**src/rtl/mips_pkg.sv**
```systemverilog
// Shared MIPS constants: FSM state encodings, opcode/func codes, ALU op codes,
// datapath select encodings and the one-hot decoded-instruction struct.
// Used by mccu, mccu_decode and the ALU (which decodes the same aluc values).
package mips_pkg;

  typedef enum logic [2:0] {
    S_IF   = 3'd0,
    S_ID   = 3'd1,
    S_EXE  = 3'd2,
    S_MEM  = 3'd3,
    S_WB   = 3'd4,
    S_HALT = 3'd5
  } state_t;

  // Opcodes (IR[31:26])
  localparam logic [5:0] OP_RTYPE = 6'h00;
  localparam logic [5:0] OP_J     = 6'h02;
  localparam logic [5:0] OP_JAL   = 6'h03;
  localparam logic [5:0] OP_BEQ   = 6'h04;
  localparam logic [5:0] OP_BNE   = 6'h05;
  localparam logic [5:0] OP_ADDI  = 6'h08;
  localparam logic [5:0] OP_ANDI  = 6'h0C;
  localparam logic [5:0] OP_ORI   = 6'h0D;
  localparam logic [5:0] OP_XORI  = 6'h0E;
  localparam logic [5:0] OP_LUI   = 6'h0F;
  localparam logic [5:0] OP_LW    = 6'h23;
  localparam logic [5:0] OP_SW    = 6'h2B;

  // R-type function codes (IR[5:0])
  localparam logic [5:0] FN_SLL = 6'h00;
  localparam logic [5:0] FN_SRL = 6'h02;
  localparam logic [5:0] FN_SRA = 6'h03;
  localparam logic [5:0] FN_JR  = 6'h08;
  localparam logic [5:0] FN_ADD = 6'h20;
  localparam logic [5:0] FN_SUB = 6'h22;
  localparam logic [5:0] FN_AND = 6'h24;
  localparam logic [5:0] FN_OR  = 6'h25;
  localparam logic [5:0] FN_XOR = 6'h26;

  // ALU operation codes
  localparam logic [3:0] ALUC_ADD = 4'b0000;
  localparam logic [3:0] ALUC_SUB = 4'b0100;
  localparam logic [3:0] ALUC_AND = 4'b0001;
  localparam logic [3:0] ALUC_OR  = 4'b0101;
  localparam logic [3:0] ALUC_XOR = 4'b0010;
  localparam logic [3:0] ALUC_LUI = 4'b0110;
  localparam logic [3:0] ALUC_SLL = 4'b0011;
  localparam logic [3:0] ALUC_SRL = 4'b0111;
  localparam logic [3:0] ALUC_SRA = 4'b1111;

  // ALU B-input select
  localparam logic [1:0] SRCB_REGB   = 2'b00;
  localparam logic [1:0] SRCB_FOUR   = 2'b01;
  localparam logic [1:0] SRCB_IMM    = 2'b10;
  localparam logic [1:0] SRCB_BRANCH = 2'b11;

  // PC input select
  localparam logic [1:0] PCSRC_ALU    = 2'b00;
  localparam logic [1:0] PCSRC_ALUOUT = 2'b01;
  localparam logic [1:0] PCSRC_REGA   = 2'b10;
  localparam logic [1:0] PCSRC_JUMP   = 2'b11;

  // One-hot decoded instruction; all-zero means undefined op/func.
  typedef struct packed {
    logic is_add;
    logic is_sub;
    logic is_and;
    logic is_or;
    logic is_xor;
    logic is_sll;
    logic is_srl;
    logic is_sra;
    logic is_jr;
    logic is_addi;
    logic is_andi;
    logic is_ori;
    logic is_xori;
    logic is_lui;
    logic is_lw;
    logic is_sw;
    logic is_beq;
    logic is_bne;
    logic is_j;
    logic is_jal;
  } inst_t;

endpackage

```
**src/rtl/mccu_decode.sv**
```systemverilog
// Instruction decoder: op/func -> one-hot instruction vector, valid flag, aluc, sext, shift.
// Latency: purely combinational, no state.
// Backpressure: none; outputs follow inputs.
// Ports: i_op, i_func in; o_inst (one-hot), o_inst_vld, o_aluc, o_sext, o_shift out.
module mccu_decode
  import mips_pkg::*;
(
  input  logic [5:0] i_op,
  input  logic [5:0] i_func,
  output inst_t      o_inst,
  output logic       o_inst_vld,
  output logic [3:0] o_aluc,
  output logic       o_sext,
  output logic       o_shift
);

  inst_t w_inst;

  always_comb begin
    w_inst = '0;
    if (i_op == OP_RTYPE) begin
      case (i_func)
        FN_ADD:  w_inst.is_add = 1'b1;
        FN_SUB:  w_inst.is_sub = 1'b1;
        FN_AND:  w_inst.is_and = 1'b1;
        FN_OR:   w_inst.is_or  = 1'b1;
        FN_XOR:  w_inst.is_xor = 1'b1;
        FN_SLL:  w_inst.is_sll = 1'b1;
        FN_SRL:  w_inst.is_srl = 1'b1;
        FN_SRA:  w_inst.is_sra = 1'b1;
        FN_JR:   w_inst.is_jr  = 1'b1;
        default: ;
      endcase
    end else begin
      case (i_op)
        OP_ADDI: w_inst.is_addi = 1'b1;
        OP_ANDI: w_inst.is_andi = 1'b1;
        OP_ORI:  w_inst.is_ori  = 1'b1;
        OP_XORI: w_inst.is_xori = 1'b1;
        OP_LUI:  w_inst.is_lui  = 1'b1;
        OP_LW:   w_inst.is_lw   = 1'b1;
        OP_SW:   w_inst.is_sw   = 1'b1;
        OP_BEQ:  w_inst.is_beq  = 1'b1;
        OP_BNE:  w_inst.is_bne  = 1'b1;
        OP_J:    w_inst.is_j    = 1'b1;
        OP_JAL:  w_inst.is_jal  = 1'b1;
        default: ;
      endcase
    end
  end

  always_comb begin
    o_aluc = ALUC_ADD;
    if (w_inst.is_sub | w_inst.is_beq | w_inst.is_bne) o_aluc = ALUC_SUB;
    else if (w_inst.is_and | w_inst.is_andi)           o_aluc = ALUC_AND;
    else if (w_inst.is_or  | w_inst.is_ori)            o_aluc = ALUC_OR;
    else if (w_inst.is_xor | w_inst.is_xori)           o_aluc = ALUC_XOR;
    else if (w_inst.is_lui)                            o_aluc = ALUC_LUI;
    else if (w_inst.is_sll)                            o_aluc = ALUC_SLL;
    else if (w_inst.is_srl)                            o_aluc = ALUC_SRL;
    else if (w_inst.is_sra)                            o_aluc = ALUC_SRA;
  end

  assign o_inst     = w_inst;
  assign o_inst_vld = |w_inst;
  assign o_sext     = w_inst.is_addi | w_inst.is_lw | w_inst.is_sw;
  assign o_shift    = w_inst.is_sll | w_inst.is_srl | w_inst.is_sra;

endmodule

```
**src/rtl/mccu.sv**
```systemverilog
// Multicycle MIPS control unit: IF/ID/EXE/MEM/WB FSM driving ALU op and all datapath selects/enables.
// Latency (mready high): j/jal/jr 2, beq/bne 3, R/I-ALU/sw 4, lw 5 cycles; outputs combinational from state.
// Backpressure: mready low holds IF or MEM with every output stable; no other stalls.
// Optional feature: MCCU_ILLEGAL_TRAP_EN adds the ill port and a HALT state for undefined instructions.
// Ports: clk, rst (sync, active high), op, func, z, mready in;
//        aluc, wpc, wir, wmem, wreg, iord, alusrca, alusrcb, pcsource, regdst, m2reg, sext, shift, jal (, ill) out.
module mccu
  import mips_pkg::*;
(
  input  logic       clk,
  input  logic       rst,
  input  logic [5:0] op,
  input  logic [5:0] func,
  input  logic       z,
  input  logic       mready,
  output logic [3:0] aluc,
  output logic       wpc,
  output logic       wir,
  output logic       wmem,
  output logic       wreg,
  output logic       iord,
  output logic       alusrca,
  output logic [1:0] alusrcb,
  output logic [1:0] pcsource,
  output logic       regdst,
  output logic       m2reg,
  output logic       sext,
  output logic       shift,
`ifdef MCCU_ILLEGAL_TRAP_EN
  output logic       ill,
`endif
  output logic       jal
);

  state_t     r_state;
  state_t     w_next;
  inst_t      w_inst;
  logic       w_inst_vld;
  logic [3:0] w_dec_aluc;
  logic       w_dec_sext;
  logic       w_dec_shift;
  logic       w_rtype;
  logic       w_ialu;
  logic       w_wpc;
  logic       w_wir;
  logic       w_wmem;
  logic       w_wreg;
`ifdef MCCU_ILLEGAL_TRAP_EN
  logic       w_ill;
`endif

  mccu_decode u_decode (
    .i_op       (op),
    .i_func     (func),
    .o_inst     (w_inst),
    .o_inst_vld (w_inst_vld),
    .o_aluc     (w_dec_aluc),
    .o_sext     (w_dec_sext),
    .o_shift    (w_dec_shift)
  );

  assign w_rtype = w_inst.is_add | w_inst.is_sub | w_inst.is_and | w_inst.is_or |
                   w_inst.is_xor | w_inst.is_sll | w_inst.is_srl | w_inst.is_sra;
  assign w_ialu  = w_inst.is_addi | w_inst.is_andi | w_inst.is_ori |
                   w_inst.is_xori | w_inst.is_lui;

  always_ff @(posedge clk) begin
    if (rst) r_state <= S_IF;
    else     r_state <= w_next;
  end

  always_comb begin
    w_next   = r_state;
    aluc     = ALUC_ADD;
    w_wpc    = 1'b0;
    w_wir    = 1'b0;
    w_wmem   = 1'b0;
    w_wreg   = 1'b0;
    iord     = 1'b0;
    alusrca  = 1'b0;
    alusrcb  = SRCB_REGB;
    pcsource = PCSRC_ALU;
    regdst   = 1'b0;
    m2reg    = 1'b0;
    sext     = 1'b0;
    shift    = 1'b0;
    jal      = 1'b0;
`ifdef MCCU_ILLEGAL_TRAP_EN
    w_ill    = 1'b0;
`endif
    case (r_state)
      S_IF: begin
        alusrcb = SRCB_FOUR;
        w_wpc   = mready;
        w_wir   = mready;
        if (mready) w_next = S_ID;
      end
      S_ID: begin
        // Branch target PC + sext(imm)<<2 is computed here regardless of opcode.
        alusrcb = SRCB_BRANCH;
        w_next  = S_EXE;
        if (w_inst.is_j | w_inst.is_jal) begin
          pcsource = PCSRC_JUMP;
          w_wpc    = 1'b1;
          w_wreg   = w_inst.is_jal;
          jal      = w_inst.is_jal;
          w_next   = S_IF;
        end else if (w_inst.is_jr) begin
          pcsource = PCSRC_REGA;
          w_wpc    = 1'b1;
          w_next   = S_IF;
        end else if (!w_inst_vld) begin
`ifdef MCCU_ILLEGAL_TRAP_EN
          w_ill  = 1'b1;
          w_next = S_HALT;
`else
          w_next = S_IF;
`endif
        end
      end
      S_EXE: begin
        w_next = S_IF;
        if (w_rtype) begin
          alusrca = 1'b1;
          aluc    = w_dec_aluc;
          shift   = w_dec_shift;
          w_next  = S_WB;
        end else if (w_inst.is_beq | w_inst.is_bne) begin
          aluc     = w_dec_aluc;
          alusrca  = 1'b1;
          pcsource = PCSRC_ALUOUT;
          w_wpc    = (w_inst.is_beq & z) | (w_inst.is_bne & ~z);
        end else if (w_ialu | w_inst.is_lw | w_inst.is_sw) begin
          alusrca = 1'b1;
          alusrcb = SRCB_IMM;
          aluc    = w_dec_aluc;
          sext    = w_dec_sext;
          w_next  = (w_inst.is_lw | w_inst.is_sw) ? S_MEM : S_WB;
        end
      end
      S_MEM: begin
        iord   = 1'b1;
        w_wmem = w_inst.is_sw;
        if (mready) w_next = w_inst.is_sw ? S_IF : S_WB;
      end
      S_WB: begin
        w_wreg = 1'b1;
        m2reg  = w_inst.is_lw;
        regdst = w_rtype;
        w_next = S_IF;
      end
`ifdef MCCU_ILLEGAL_TRAP_EN
      S_HALT: begin
        w_ill  = 1'b1;
        w_next = S_HALT;
      end
`endif
      default: w_next = S_IF;
    endcase
  end

  // Reset must block any architectural write in the cycle it is asserted.
  assign wpc  = w_wpc  & ~rst;
  assign wir  = w_wir  & ~rst;
  assign wmem = w_wmem & ~rst;
  assign wreg = w_wreg & ~rst;
`ifdef MCCU_ILLEGAL_TRAP_EN
  assign ill  = w_ill;
`endif

endmodule

```
**config.mk**
```make
export PLATFORM = sky130hd
export DESIGN_NAME = mccu
export DESIGN_NICKNAME = d
export VERILOG_FILES = /design/src/rtl/mips_pkg.sv /design/src/rtl/mccu_decode.sv /design/src/rtl/mccu.sv
export SDC_FILE = /design/constraint.sdc
export NUM_CORES = 1
export LEC_CHECK = 0
export ABC_AREA = 1
export BUFFER_PORTS_ARGS = -buffer_cell sky130_fd_sc_hd__buf_4
export CORE_MARGIN = 2
export CORE_UTILIZATION = 35
export CTS_CLUSTER_DIAMETER = 200
export DETAILED_ROUTE_END_ITERATION = 8
export HOLD_SLACK_MARGIN = 0.05
export PLACE_DENSITY = 0.65
export SKIP_LAST_GASP = 1
export SYNTH_ARGS = -nofsm -noshare
export SYNTH_HDL_FRONTEND = slang
export SYNTH_SLANG_ARGS = --single-unit
```
**constraint.sdc**
```tcl
create_clock -name clk -period 1.8 [get_ports clk]
set_input_delay 0.09 -clock clk [delete_from_list [all_inputs] [get_ports clk]]
set_output_delay 0.09 -clock clk [all_outputs]
set_load 0.005 [all_outputs]
```
==> results of run 1 <==
[cell usage in the layout, fill, tap and decap left out, types with 2 or more instances in the layout]
master / n
sky130_fd_sc_hd__nor2_2: 6
sky130_fd_sc_hd__buf_4: 34
sky130_fd_sc_hd__nand4_1: 3
sky130_fd_sc_hd__dfxtp_1: 3
sky130_fd_sc_hd__o21ai_0: 5
sky130_fd_sc_hd__nor3_1: 6
sky130_fd_sc_hd__inv_2: 6
sky130_fd_sc_hd__nand3_1: 8
sky130_fd_sc_hd__inv_1: 29
sky130_fd_sc_hd__nand2_2: 2
sky130_fd_sc_hd__nand3_2: 5
sky130_fd_sc_hd__a21oi_1: 6
sky130_fd_sc_hd__clkbuf_4: 3
sky130_fd_sc_hd__nand2_1: 36
sky130_fd_sc_hd__nor2_1: 29
[per-layer routing]
layer | GRT usage, % | routed length [um]
met2 | 32.9 | 1090
met4 | 4.50 | 5
met3 | 2.34 | 106
met1 | 23.8 | 1020
met5 | 0 | 0
[metrics by stage]
stage                     power [W]  cell area, um^2
after detailed placement   0.000207             1070
after global routing       0.000359             1100
after CTS                  0.000328             1100
after global placement     0.000203             1070
after floorplan            0.000143              777
final                      0.000336             1100
[worst max-delay path: stages (launching register included)]
cell                      delay (ns)
sky130_fd_sc_hd__dfxtp_1        0.34
sky130_fd_sc_hd__nor3_1         0.41
sky130_fd_sc_hd__nand4_1        0.17
sky130_fd_sc_hd__nor2_1         0.18
sky130_fd_sc_hd__inv_1          0.06
sky130_fd_sc_hd__a21oi_1        0.12
sky130_fd_sc_hd__buf_4          0.12
[worst min path at each step]
stage | start | to | slack (ns) | depth (start not counted)
after floorplan | rst | r_state[0] | 0.16 | 1
after global placement | rst | r_state[0] | 0.29 | 2
after detailed placement | rst | r_state[0] | 0.29 | 2
after CTS | mready | r_state[0] | 0.17 | 4
after global routing | mready | r_state[0] | 0.18 | 4
final | mready | r_state[0] | 0.16 | 4
[report_power, final]
part            total, W  switching [W]  internal (W)  leakage, nW
clock network   0.000128      0.0000444     0.0000837       0.0150
logic           0.000137      0.0000782     0.0000585        0.583
registers      0.0000711     0.00000169     0.0000694       0.0244
total           0.000336       0.000124      0.000212        0.623
[synth_stat cells (all sizes together)]
| master | number | share of area, % |
|---|---|---|
| nand2 | 39 | 20 |
| nor2 | 37 | 23 |
| inv | 35 | 17 |
| nand3 | 13 | 12 |
| a21oi | 7 | 5.0 |
| nor3 | 7 | 5.2 |
| o21ai | 6 | 3.9 |
| dfxtp | 3 | 7.7 |
| nand4 | 3 | 2.4 |
| mux2 | 1 | 1.4 |
| o211ai | 1 | 1.6 |
| o31ai | 1 | 0.97 |
[cell type report]
type / instances / area (um^2) / area share [%]
flip-flops and latches: 3 / 60.1 / 5.44
repair buffers: 35 / 265 / 24.0
inverters: 35 / 131 / 11.9
multi-input cells: 115 / 586 / 53.1
clock buffers: 4 / 26.3 / 2.38
well taps: 28 / 35.0 / 3.17
[timing repair]
action	4_1_cts	5_1_grt
endpoints found under the setup margin	0	4
resized for setup	0	0
hold endpoints to repair	1	0
hold buffers	1	0
setup buffers	0	0
[logic make-up after synthesis]
kind of cell,Yosys count,synth area share [%]
AND/OR/NAND/NOR,99,62.5
buffers and inverters,35,16.9
AO/OA/AOI/OAI,15,11.4
flip-flops,3,7.73
multiplexers,1,1.45
==> impl_metrics.json, run 1 <==
{
  "drt-pass1-iter-count": 4,
  "overflow": 0,
  "vdd_ir_drop_max_uv": 176,
  "max_slew.worst_pin.slew_ns": 0.528,
  "fin_worst_hold_slack_ns": 0.164,
  "post-route-period-util_pct": 96.2,
  "dp_hpwl_mm": 1.95,
  "cp_max_fo": 5,
  "netlist_area_um2": 777,
  "drt_first_iter_violations": 14,
  "drv.max_cap_violation_count": 0,
  "pre_cts_slack_ns": 0.310,
  "syn-num-nets": 169,
  "drive_gt1_share_pct": 32.8,
  "floorplan.die_area_um2": 2610,
  "route.detailed.wl_per_inst_um": 10.1,
  "antenna_found_initial": 0,
  "largest_register_ffs": 3,
  "critical_path_class": "flip-flop to primary output",
  "final.setup.tns_ns": 0,
  "place_inst": 215,
  "regToRegStartpoint": "r_state[0]",
  "largest_register": "r_state",
  "timing.reg2reg.worst_path_depth": 5,
  "cts.clk_slew.worst_paths_ns": 0.04,
  "cp-startpoint": "r_state[2]",
  "ant_nets": 0,
  "grt_util_all_layers_pct": 18.6,
  "ys_types": 22,
  "static_leak_nw": 0.623,
  "timing.final.hold_violations": 0,
  "layout.cells.non_filler": 220,
  "first_pass_grt_wire_length_mm": 3.84,
  "ctsLongestPathBuffers": 2,
  "timing.final.ws_setup_ns": 0.0684,
  "vias": 1027,
  "fmax_mhz": 578,
  "worstReg2RegEnd": "r_state[0]",
  "num-nets-final": 209,
  "worst_setup_path_endpoint": "wreg",
  "pin_count_of_the_biggest_net_entering_global_routing": 11,
  "vias_per_cell": 4.67,
  "cts_made_buffers": 3,
  "fin_crit_ns": 1.73,
  "pin_count": 35,
  "critical_path.endpoint_type": "primary output",
  "outcome": "finished, final reports clean",
  "critPathArrivalTime_ns": 1.64,
  "globalplace.congestion": 0.868,
  "critical_path_rt_ns": 1.71,
  "rsz_0062_raised_after_global_routing": "true",
  "floorplan.initialDensity_pct": 36.2,
  "die-width_um": 51.1,
  "relSlewSlack_pct": 64.5,
  "power-per-cell-area_nw_per_um2": 304,
  "timing.final.max_slew_violations": 0,
  "nFillCells": 235,
  "drc_violation_count_after_routing": 0,
  "layout.core_utilization_pct": 51.4,
  "worstSetupStartpointType": "flip-flop",
  "finalSetupViolCount": 0,
  "yosys_warnings": 0,
  "worst_setup_slack_for_register_to_register_paths_ns": 0.41,
  "clock-root-buffer": "sky130_fd_sc_hd__clkbuf_4",
  "diodes": 0,
  "top_regs": "r_state x3",
  "holdCritPathClass": "input pin to flip-flop",
  "postSynthAreaPerCell_um2": 5.08,
  "fp-row-count": 17,
  "cts_max_level": 1,
  "post_synth_inst_count": 153,
  "synth_sequential_area_ratio_pct": 7.73,
  "io_buffer_count": 34,
  "cts.sink_count": 3,
  "grt_pass1_vias": 975,
  "postSynthRegisterBits": 3,
  "worst_skew_pair.late_latency_ns": 0.24,
  "postRouteWirelength_mm": 2.22,
  "area_growth_pct": 42.0,
  "cts_tree": "done",
  "worst_clock_skew_ns": 0.00571,
  "core_outline_area_um2": 2150,
  "die_y_um": 51.1
}
Power figures use the tool's default switching activity.
==> run 2: changes to the inputs <==
==> constraint.sdc (replaced) <==
create_clock -name clk -period 1.8 [get_ports clk]
set_input_delay 0.27 -clock clk [delete_from_list [all_inputs] [get_ports clk]]
set_output_delay 0.27 -clock clk [all_outputs]
set_load 0.005 [all_outputs]
==> run 2 against run 1 <==
Net effect:
- critical path depth rose by 1
- via count rose by 3.2%
- non-clock buffer count rose by 8
- sequential share of layout area fell by 0.13 points
- hold slack improved by 0.050 ns
- setup slack got worse by 0.034 ns
- global-route usage fell by 0.88 points
- fmax fell by 2.0%
- first-iteration DRC count rose by 50%
- cell area rose by 11%
- largest power group unchanged
- utilization rose by 5.6 points
==> impl_metrics.json, run 2 (synthesis results as in run 1) <==
{
  "cts_tree": "done",
  "die_y_um": 51.1,
  "worstReg2RegEnd": "r_state[0]",
  "cts.sink_count": 3,
  "finish.instance_area_um2": 1220,
  "relSlewSlack_pct": 79.8,
  "ff_latch_area_um2": 65.1,
  "critical_path_class": "flip-flop to primary output",
  "nFillCells": 222,
  "fmax_mhz": 566,
  "cts.clk_slew.worst_paths_ns": 0.03,
  "critical_path.endpoint_type": "primary output",
  "fp-row-count": 17,
  "layout_commonest_cell": "sky130_fd_sc_hd__buf_4",
  "fin_crit_ns": 1.77,
  "antenna_found_initial": 0,
  "clock-root-buffer": "sky130_fd_sc_hd__clkbuf_4",
  "cts_max_level": 1,
  "ctsLongestPathBuffers": 2,
  "pin_count": 35,
  "vias_per_cell": 4.65,
  "globalplace.congestion": 0.869,
  "place_inst": 218,
  "postRouteWirelength_mm": 2.36,
  "floorplan.initialDensity_pct": 36.2,
  "overflow": 0,
  "layout.cells.non_filler": 228,
  "static_leak_nw": 0.664,
  "worst_skew_pair.late_latency_ns": 0.24,
  "die-width_um": 51.1,
  "worst_clock_skew_ns": 0.00585,
  "detailroute.wirelength.met3_um": 76,
  "ant_nets": 0,
  "drv.max_cap_violation_count": 0,
  "finalSetupViolCount": 0,
  "largest_register_ffs": 3,
  "holdCritPathClass": "input pin to flip-flop",
  "grt_pass1_vias": 929,
  "regToRegStartpoint": "r_state[2]",
  "grt_util_all_layers_pct": 17.7,
  "rsz_0062_raised_after_global_routing": "true",
  "vias": 1060,
  "num-nets-final": 217,
  "first_pass_grt_wire_length_mm": 3.61,
  "cp_max_fo": 3,
  "largest_register": "r_state",
  "dpl_cell_area_um2": 1090,
  "drive_gt1_share_pct": 44.0,
  "worstHoldEndpoint": "r_state[0]",
  "timing.final.max_slew_violations": 0,
  "io_buffer_count": 34,
  "mostFrequentLayoutCells": "sky130_fd_sc_hd__buf_4 (43), sky130_fd_sc_hd__nand2_1 (32), sky130_fd_sc_hd__inv_1 (28)",
  "critPathArrivalTime_ns": 1.50,
  "post-route-period-util_pct": 98.1,
  "diodes": 0,
  "met2_length_mm": 1.15,
  "top_regs": "r_state x3",
  "wirelength_met1_mm": 1.10,
  "core_outline_area_um2": 2150,
  "timing.final.hold_violations": 0,
  "worst_setup_slack_for_register_to_register_paths_ns": 0.51,
  "floorplan.die_area_um2": 2610,
  "route.detailed.wl_per_inst_um": 10.3,
  "timing.reg2reg.worst_path_depth": 6,
  "routed.top_layer": "met4",
  "cts_made_buffers": 3,
  "critical_path_rt_ns": 1.53,
  "drt_first_iter_violations": 21,
  "outcome": "finished, final reports clean",
  "pin_count_of_the_biggest_net_entering_global_routing": 11,
  "power-per-cell-area_nw_per_um2": 287,
  "multi_input_comb_area_um2": 642,
  "max_slew.worst_pin.slew_ns": 0.303,
  "worstSetupStartpointType": "flip-flop",
  "drt-pass1-iter-count": 4,
  "vdd_ir_drop_max_uv": 229,
  "area_growth_pct": 57.6,
  "drc_violation_count_after_routing": 0,
  "dp_hpwl_mm": 1.91,
  "min_delay_path_depth": 2,
  "hold_path_start": "rst"
}
[run 2: worst max-delay path by stage]
stage	to	cells after the start	slack (ns)	from
2_1_floorplan	aluc[1]	7	0.40	func[4]
3_3_place_gp	aluc[3]	9	0.03	func[4]
3_5_place_dp	aluc[1]	9	0.01	func[4]
4_1_cts	aluc[1]	9	0.009	func[4]
5_1_grt	aluc[1]	7	-0.06	r_state[1]
6_report	wreg	7	0.03	r_state[0]
[run 2: per-layer routing]
metal  track usage, %  vias up
li1                 -      570
met1             23.0      460
met2             31.4       28
met3            0.877        2
met4             5.41        0
met5                0        -
[run 2: report_power, final]
group / leakage, nW / switching (W) / total, W / internal (W)
clock network: 0.0150 / 0.0000415 / 0.000125 / 0.0000835
registers: 0.0255 / 0.00000470 / 0.0000744 / 0.0000697
logic: 0.623 / 0.0000828 / 0.000152 / 0.0000691
[run 2: critical path, cell delays in order, from the launching register on]
cell and delay (ns):
sky130_fd_sc_hd__dfxtp_4 0.37, sky130_fd_sc_hd__inv_4 0.04, sky130_fd_sc_hd__nor3_4 0.22, sky130_fd_sc_hd__nand4_1 0.17
sky130_fd_sc_hd__nor2_2 0.16, sky130_fd_sc_hd__inv_1 0.06, sky130_fd_sc_hd__a21oi_2 0.12, sky130_fd_sc_hd__buf_4 0.11
[run 2: what timing repair did]
item                       4_1_cts  5_1_grt
resized for setup                2       18
setup buffers                    0        6
hold buffers                     0        0
setup endpoints to repair        3        8
pin swaps                        0       10
hold endpoints to repair         0        0
[run 2: cell type report]
type / instances / area share, %
timing repair buffer: 43 / 26.4
tap: 28 / 2.86
clock buffer: 4 / 2.15
sequential: 3 / 5.31
multi-input combinational: 115 / 52.4
inverter: 35 / 10.9
[run 2: through the flow]
step                hold WS [ns]  power (W)  TNS, ns  worst slack [ns]  util, %
floorplan                  0.339   0.000143        0             0.397        -
global placement           0.467   0.000208        0            0.0326     50.7
detailed placement         0.471   0.000211        0            0.0145     50.7
CTS                        0.223   0.000339        0           0.00890     52.4
global route               0.216   0.000380   -0.245           -0.0625     57.0
finish                     0.214   0.000351        0            0.0340     57.0
==> run 3: changes to the inputs <==
--- a/config.mk
+++ b/config.mk
@@ -9,6 +9,7 @@
 export BUFFER_PORTS_ARGS = -buffer_cell sky130_fd_sc_hd__buf_4
 export CORE_MARGIN = 2
 export CORE_UTILIZATION = 35
+export CTS_BUF_LIST = sky130_fd_sc_hd__clkbuf_2 sky130_fd_sc_hd__clkbuf_4 sky130_fd_sc_hd__clkbuf_8
 export CTS_CLUSTER_DIAMETER = 200
 export DETAILED_ROUTE_END_ITERATION = 8
 export HOLD_SLACK_MARGIN = 0.05
==> constraint.sdc (replaced) <==
create_clock -name clk -period 1.7 [get_ports clk]
set_input_delay 0.255 -clock clk [delete_from_list [all_inputs] [get_ports clk]]
set_output_delay 0.255 -clock clk [all_outputs]
set_load 0.005 [all_outputs]
==> run 3 against run 2 <==
Net effect:
- the run now ends with negative setup slack left
- clock-buffer cell count unchanged
- hold slack worse by 0.0080 ns
- sequential share of layout area down 0.52 points
- wire length is 7.8% higher
- utilization increased by 6.2 points
==> impl_metrics.json, run 3 (synthesis results as in run 1) <==
{
  "route.detailed.wl_per_inst_um": 10.8,
  "ctsLongestPathBuffers": 2,
  "mostFrequentLayoutCells": "sky130_fd_sc_hd__buf_4 (46), sky130_fd_sc_hd__nand2_1 (28), sky130_fd_sc_hd__inv_1 (25)",
  "num-nets-final": 224,
  "static_leak_nw": 0.731,
  "fmax_mhz": 578,
  "cts_max_level": 1,
  "area_growth_pct": 74.9,
  "io_buffer_count": 34,
  "layout_commonest_cell": "sky130_fd_sc_hd__buf_4",
  "fp-row-count": 17,
  "cts.sink_count": 3,
  "vias": 1107,
  "min_delay_path_depth": 2,
  "nFillCells": 212,
  "die_y_um": 51.1,
  "cts-hold-fix-buffers": 0,
  "worstSetupStartpointType": "input pin",
  "outcome": "complete, but fails checks",
  "place_inst": 221,
  "grt_util_all_layers_pct": 19.8,
  "max_slew.worst_pin.slew_ns": 0.287,
  "post-route-period-util_pct": 102,
  "vias_per_cell": 4.71,
  "first_pass_grt_wire_length_mm": 4.11,
  "timing.reg2reg.worst_path_depth": 5,
  "holdCritPathClass": "input pin to flip-flop",
  "globalplace.congestion": 0.926,
  "die-width_um": 51.1,
  "vdd_ir_drop_max_uv": 256,
  "worst_skew_pair.late_latency_ns": 0.24,
  "pin_count_of_the_biggest_net_entering_global_routing": 9,
  "dp_hpwl_mm": 1.95,
  "drc_violation_count_after_routing": 0,
  "critical_path_class": "input pin to primary output",
  "core_outline_area_um2": 2150,
  "grt_pass1_vias": 1010,
  "clock-root-buffer": "sky130_fd_sc_hd__clkbuf_4",
  "largest_register": "r_state",
  "relSlewSlack_pct": 80.7,
  "timing.final.hold_violations": 0,
  "postRouteWirelength_mm": 2.54,
  "antenna_found_initial": 0,
  "floorplan.initialDensity_pct": 36.2,
  "critical_path.endpoint_type": "primary output",
  "timing.final.ws_setup_ns": -0.0311,
  "rsz_0062_raised_after_global_routing": "true",
  "floorplan.die_area_um2": 2610,
  "drt_first_iter_violations": 21,
  "largest_register_ffs": 3,
  "fin_worst_hold_slack_ns": 0.206,
  "finalSetupViolCount": 1,
  "drt-pass1-iter-count": 4,
  "drv.max_cap_violation_count": 0,
  "violations": "negative setup slack",
  "diodes": 0,
  "final.setup.tns_ns": -0.0311,
  "top_regs": "r_state x3",
  "timing.final.max_slew_violations": 0,
  "overflow": 0,
  "worst_clock_skew_ns": 0.0000773,
  "cts_made_buffers": 3,
  "drive_gt1_share_pct": 51.7,
  "fin_crit_ns": 1.73,
  "ant_nets": 0,
  "layout.cells.non_filler": 235,
  "cts.clk_slew.worst_paths_ns": 0.04,
  "cts_tree": "done",
  "critical_path_rt_ns": 1.44,
  "cp_max_fo": 4,
  "power-per-cell-area_nw_per_um2": 300,
  "pin_count": 35,
  "critPathArrivalTime_ns": 1.48
}
==> run 3: critical path, cell delays in order <==
cell,delay [ns]
sky130_fd_sc_hd__buf_8,0.10
sky130_fd_sc_hd__nor2_4,0.15
sky130_fd_sc_hd__buf_4,0.13
sky130_fd_sc_hd__buf_4,0.10
sky130_fd_sc_hd__nand3_1,0.10
sky130_fd_sc_hd__mux2_2,0.29
sky130_fd_sc_hd__o211ai_2,0.13
sky130_fd_sc_hd__nand2_1,0.08
sky130_fd_sc_hd__inv_2,0.06
sky130_fd_sc_hd__buf_6,0.08
==> run 3: worst paths after layout <==
path / slack [ns] / to / start
setup / recovery: -0.03 / wpc / op[5]
hold reg to reg: 0.70 / r_state[2] / r_state[2]
hold / removal: 0.21 / r_state[0] / rst
setup reg to reg: 0.41 / r_state[0] / r_state[2]
==> run 3: routing by layer <==
metal | global-route usage, % | vias up | part of all wire, %
li1 | - | 585 | -
met1 | 27.6 | 495 | 45
met2 | 34.2 | 24 | 50
met3 | 1.17 | 3 | 3.7
met4 | 2.70 | 0 | 0.63
met5 | 0 | - | 0
==> run 3: stage by stage <==
| stage | power [W] | setup WS [ns] | util (%) | cell area (um^2) |
|---|---|---|---|---|
| 2_1_floorplan | 0.000152 | 0.313 | - | 777 |
| 3_3_place_gp | 0.000223 | 0.0355 | 51.8 | 1110 |
| 3_5_place_dp | 0.000227 | -0.0339 | 51.8 | 1110 |
| 4_1_cts | 0.000387 | -0.00463 | 56.6 | 1210 |
| 5_1_grt | 0.000433 | -0.0932 | 63.2 | 1360 |
| 6_report | 0.000407 | -0.0311 | 63.2 | 1360 |
==> run 3: area by class of cell <==
| cell class | instances | area [um^2] | share of cell area [%] |
|---|---|---|---|
| multi-input combinational | 115 | 703 | 51.7 |
| tap | 28 | 35.0 | 2.58 |
| sequential | 3 | 65.1 | 4.79 |
| timing repair buffer | 50 | 394 | 29.0 |
| inverter | 35 | 131 | 9.67 |
| clock buffer | 4 | 30.0 | 2.21 |
==> run 3: where the power goes <==
group	switching, W	leakage (nW)	total [W]	internal, W
sequential	0.00000253	0.0255	0.0000763	0.0000737
combinational	0.000100	0.687	0.000187	0.0000863
clock	0.0000403	0.0184	0.000144	0.000104
total	0.000143	0.731	0.000407	0.000264
==> run 3: repair_timing <==
item                                   CTS  global route
pin swaps                                8            15
setup endpoints to repair                5            11
gates resized for setup                 11            33
endpoints found under the hold margin    0             0
buffers inserted                         5             5
